===== src/rtl/crc7_pkg.sv =====
// Shared SD constants for the CRC7 used on command frames, plus the
// single-bit CRC7 next-state function reused by the command sender.
package crc7_pkg;

  localparam int          CRC7_W        = 7;
  localparam logic [6:0]  CRC7_POLY     = 7'h09;
  localparam logic        SD_END_BIT    = 1'b1;
  localparam int          CRC7_CNT_W    = 6;
  localparam logic [5:0]  CRC7_CNT_MAX  = 6'd63;

  function automatic logic [CRC7_W-1:0] crc7_next(
    input logic [CRC7_W-1:0] cur,
    input logic              bit_in,
    input logic [CRC7_W-1:0] poly
  );
    logic fb;
    fb = bit_in ^ cur[CRC7_W-1];
    return {cur[CRC7_W-2:0], 1'b0} ^ (fb ? poly : {CRC7_W{1'b0}});
  endfunction

endpackage


===== src/rtl/crc7.sv =====
// Serial CRC7 (MSB first) for SD command frames, with a saturating
// count of absorbed bits and the ready-to-send CRC byte {crc, end bit}.
module crc7
  import crc7_pkg::*;
#(
  parameter logic [CRC7_W-1:0] POLY = CRC7_POLY,
  parameter logic [CRC7_W-1:0] INIT = 7'h00
) (
  input  logic                  clk,
  input  logic                  clear,
  input  logic                  enable,
  input  logic                  bitval,
  output logic [CRC7_W-1:0]     crc,
  output logic [CRC7_W:0]       crc_byte,
  output logic [CRC7_CNT_W-1:0] count
);

  // Declaration initialisers give simulation a power-up value equal to reset.
  logic [CRC7_W-1:0]     r_crc = INIT;
  logic [CRC7_CNT_W-1:0] r_count = 6'd0;
  logic [CRC7_W-1:0]     w_crc_next;
  logic [CRC7_CNT_W-1:0] w_count_next;

  // Next-state selection: clear wins over enable, otherwise hold.
  always_comb begin
    w_crc_next   = r_crc;
    w_count_next = r_count;
    if (clear) begin
      w_crc_next   = INIT;
      w_count_next = 6'd0;
    end else if (enable) begin
      w_crc_next = crc7_next(r_crc, bitval, POLY);
      if (r_count != CRC7_CNT_MAX) begin
        w_count_next = r_count + 6'd1;
      end else begin
        w_count_next = r_count;
      end
    end else begin
      w_crc_next   = r_crc;
      w_count_next = r_count;
    end
  end

  // State register: CRC and bit counter.
  always_ff @(posedge clk) begin
    r_crc   <= w_crc_next;
    r_count <= w_count_next;
  end

  assign crc      = r_crc;
  assign crc_byte = {r_crc, SD_END_BIT};
  assign count    = r_count;

endmodule


===== config.mk =====
export PLATFORM = sky130hd
export DESIGN_NAME = crc7
export DESIGN_NICKNAME = d
export VERILOG_FILES = /design/src/rtl/crc7_pkg.sv /design/src/rtl/crc7.sv
export SDC_FILE = /design/constraint.sdc
export NUM_CORES = 1
export LEC_CHECK = 0
export ABC_AREA = 1
export BUFFER_PORTS_ARGS = -buffer_cell sky130_fd_sc_hd__buf_2
export CORE_MARGIN = 10
export CORE_UTILIZATION = 46
export CTS_CLUSTER_SIZE = 10
export DETAILED_ROUTE_END_ITERATION = 7
export PLACE_DENSITY_LB_ADDON = 0.3
export SLEW_MARGIN = 25
export SYNTH_ARGS = -nofsm -noshare
export SYNTH_HDL_FRONTEND = slang
export SYNTH_SLANG_ARGS = --single-unit

===== constraint.sdc =====
create_clock -name clk -period 1.3 [get_ports clk]
set_input_delay 0.13 -clock clk [delete_from_list [all_inputs] [get_ports clk]]
set_output_delay 0.13 -clock clk [all_outputs]
set_load 0.01 [all_outputs]

## Word level (Yosys, flattened, before mapping)

Index checks and enable logic that the tools add are counted.

| cells by class | value |
|---|---|
| $mul | 0 |
| div/mod/pow operators | 0 |
| mux-type cells | 1 |
| $lt $le $gt $ge | 0 |
| reduce and logical (&&, ||, !) cells | 1 |
| bitwise logic cells | 2 |
| $add $sub $neg | 1 |
| shifts and indexed selects | 0 |
| equal/unequal tests | 1 |

Operators by type and width:

| kind | count |
|---|---|
| 7-bit by 4-bit bitwise XOR with 7-bit output | 1 |
| 6-bit by 1-bit adder with 6-bit output, second input constant | 1 |
| 6-bit != test, second input constant | 1 |
| 4-bit 2-to-1 mux | 1 |
| 2-bit AND reduction | 1 |
| 1-bit bitwise XOR | 1 |

| storage, ports and cells | value |
|---|---|
| ROM bits | 0 |
| memory bits (writable) | 0 |
| memories kept | 0 |
| input bits | 4 |
| bits in latches | 0 |
| flip-flop bits (word level) | 13 |
| output and inout bits | 21 |
| word-level logic and storage cells | 8 |

## Depth between registers and ports, before layout

| depth | value |
|---|---|
| depth in word-level cells | 3 |
| gate-level depth with buffers | 8 |
| depth with buffers taken out | 8 |

## Least setup slack after synthesis

No wires, ideal clock.

| timing | value |
|---|---|
| kind | reg-to-reg |
| start point | register r_count[0] (netlist: count[0]) |
| end point | register r_count[5] (netlist: count[5]) |
| setup time | 0.111 ns |
| cell stages (with the launch flop) | 9 |
| buffers on the path | 0 |
| data required time | 1.189 ns |
| arrival time | 1.132 ns |
| period minus slack after synthesis | 1.243 ns |
| setup slack | 0.057 ns |
| path through | dfxtp_1 -> ha_1 -> nand2_1 -> nor2_2 -> nand2_1 -> nand3_1 -> nand2_1 -> inv_1 -> nor2_2 |

| between the ends | value |
|---|---|
| longest elaborated chain between the ends | 2 |
| elaborated cells between the ends (all ways) | 3 |
| those cells by class | 1 x add/sub; 1 x eq/ne; 1 x reduce/logical |

Ends and longest elaborated chain:

| what | RTL line | RTL |
|---|---|---|
| start, declared | crc7.sv:20 | `logic [CRC7_CNT_W-1:0] r_count = 6'd0;` |
| start signal, assigned | crc7.sv:47 | `r_count <= w_count_next;` |
| branches (longest 2 deep; another with 6-bit by 1-bit adder with 6-bit output) | n/a |  |

Several ways; the timed one is not identified.
A chain may end at the register's enable or synchronous reset.

## Worst setup path in the final report

Ends and elaborated chain as after synthesis.

==> metrics.txt <==
FF+latch count, synth 13; DR iter-0 viols 6; FP Rows 13; status finished, final reports clean; Mapped Area 665.6 sq um; net switching power ~230 uW; LEAKAGE between 0.0003 and 0.0004 uW; Peak supply drop approximately 0.74 mV; CP Class flip-flop to flip-flop; cell taking the most area after synthesis dfxtp_1; CP startpoint count[0]$_SDFFE_PP0P_; htree depth 1; die area about 0.0034 sq mm; initial core utilization 0.4991; PD cells 1056 mW/mm^2; CTS tree done; Mean Syn Cell Area 7.081 sq um; Setup Buffers After CTS 0; critical path capture point type flip-flop; sw frac 0.2807; arrival time at the worst endpoint approximately 1.4 ns; skew final between 0.0007 and 0.0008 ns; nets roughly 120; worst stage delay on the critical path around 0.38 ns; area of the core about 0.0013 sq mm; synth warn 0; MaxCap Viol Count 0; worst path required time approximately 1.5 ns; Netlist cell types 19; Setup WS post-layout around 0.12 ns; Setup WS pre-CTS between 0.03 and 0.04 ns; CP Capture Point count[5]$_SDFFE_PP0P_; largest net degree at the start of global routing 12; later-pin clock latency in the skew report between 0.2 and 0.3 ns; CTS root buffer clkbuf_4; global placement routability congestion approximately 0.9; Final Hold Fails 0; Clock transition at path regs roughly 0.080 ns; post-synth top area share 0.3910; cts bufs inserted 3; clock network power share 0.304; worst-case reg-to-reg path depth 8; drt first pass iters 4; Routed Antenna Nets 0; Via-to-Cell Ratio 4.906; crit share post-route 0.9080; cts hold-fix bufs 0; crit-path max FO 3; Ant. Diodes 0; Die Ht ~58 microns; worst r2r src count[0]$_SDFFE_PP0P_; Slew Viols, Final 0; deepest clock path buffer count 2; Ports 25; minimum clock period ~1.2 ns; WL/cell 12.14 microns; initial antenna violation count 0; main area contributors after synthesis dfxtp_1 (39%), nand2_1 (11%), nor2_1 (11%); CP max stage cell dfxtp_1; Die W 58.04 microns; Reg power frac 0.534; Post-Syn Nets 99; Hold WC Path Type input port to flip-flop; FF-to-FF End count[5]$_SDFFE_PP0P_; clk sinks 13; grt ovf 0; # fillers between 100 and 150; Seq/Total Area, Yosys 0.3910; fmax between 800 and 900 MHz; input/output buffers 23; synthesis-to-layout area growth 17.48%; post-route DRC violation count 0; Pint 594.0 uW; critical-path cell list ha_4, nand2_1, nor2_2, nand2_1, nand3_1, nand2_1, inv_1, nor2_2; post-cts resize count 0; All-Layer GR Usage 0.09079; Via Count around 630; Routed WL roughly 1600 microns; layout cells sized above 1 0.3363; reg2reg setup slack approximately 0.12 ns; DP HPWL ~1200 microns; hold depth 2; number of global-route vias before repair around 580; Cells after Synth 94; first-pass GRT wire length approximately 2500 microns; Most Frequent Cell on Critical Path nand2_1; type of origin of the critical path flip-flop; final number of setup-violating endpoints 0; combinational share of power 0.162; Setup TNS 0 ns
[registers in the layout, summed over array words and instances, names as in the netlist]
register / cells
count: 6
crc: 7
[cells by family after synthesis]
logic type | after synthesis | synth area share
AO/OA/AOI/OAI | 12 | 0.1015
other | 1 | 0.005634
XOR/XNOR | 2 | 0.02632
AND/OR/NAND/NOR | 49 | 0.3177
flip-flops | 13 | 0.3910
buffers and inverters | 16 | 0.1391
adder cells (fa/ha/maj) | 1 | 0.01879
[power by group through the flow]
stage | clock network, uW | registers [uW] | logic (uW)
floorplan | 0 | 459 | 83.8
global placement | 0 | 446 | 130
detailed placement | 0 | 448 | 132
CTS | 253 | 438 | 132
global route | 269 | 446 | 153
finish | 251 | 441 | 133
[Yosys cell counts]
cell,n
a21oi_1,3
a21oi_2,1
buf_2,1
buf_4,8
clkinv_2,1
conb_1,1
dfxtp_1,13
ha_1,1
inv_1,6
nand2_1,19
nand3_1,3
nand3_2,1
nand4_1,2
nor2_1,19
nor2_2,5
o21ai_0,7
o21ai_2,1
xnor2_1,1
xor2_1,1
[layout by cell type, fill, tap and decap left out, drive strengths merged]
master | netlist | layout
nand4 | 2 | 2
clkinv | 1 | 1
nand3 | 4 | 4
xor2 | 1 | 1
xnor2 | 1 | 1
inv | 6 | 6
buf | 9 | 24
ha | 1 | 1
conb | 1 | 1
nor2 | 24 | 24
dfxtp | 13 | 13
a21oi | 4 | 4
clkbuf | 0 | 4
nand2 | 19 | 19
o21ai | 8 | 8
[metrics by stage]
step | power, uW | hold slack (ns) | cells | utilization | cell area, sq um
2_1_floorplan | 542.4 | 0.1924 | 94 | - | 665.6
3_3_place_gp | 576.8 | 0.3491 | 124 | 0.5563 | 742.0
3_5_place_dp | 579.3 | 0.3466 | 124 | 0.5563 | 742.0
4_1_cts | 823.2 | 0.05453 | 128 | 0.5760 | 768.2
5_1_grt | 867.7 | 0.05795 | 128 | 0.5863 | 782.0
6_report | 825.9 | 0.05301 | 128 | 0.5863 | 782.0
[cell type report]
type	count	area [sq um]	share of cell area
clock buffer	4	26.28	0.03360
inverter	7	27.53	0.03520
multi-input combinational	65	325.3	0.4160
sequential	13	261.5	0.3344
tap	15	18.77	0.02400
timing repair buffer	24	122.6	0.1568
[worst min-delay path by stage]
stage | from | to | slack [ns]
floorplan | clear | count[3]$_SDFFE_PP0P_ | 0.19
global placement | clear | count[3]$_SDFFE_PP0P_ | 0.35
CTS | clear | count[3]$_SDFFE_PP0P_ | 0.05
global route | clear | count[3]$_SDFFE_PP0P_ | 0.06
detailed placement | clear | count[3]$_SDFFE_PP0P_ | 0.35
finish | clear | count[3]$_SDFFE_PP0P_ | 0.05
[worst max-delay path, delay by kind of cell (launching register included)]
| kind | cells | cell delay, ns |
|---|---|---|
| fa+ha+maj | 1 | 0.17 |
| buf+inv | 1 | 0.06 |
| flops | 1 | 0.38 |
| simple gates | 6 | 0.47 |
[metal layers]
metal	track usage	vias to the layer above	share of wire
met5	0	-	0
met4	0.05034	0	0.018
met3	0.04793	4	0.094
met2	0.1549	21	0.48
met1	0.08547	276	0.40
li1	-	327	-
Note: power is estimated with default switching activity, not from simulation.
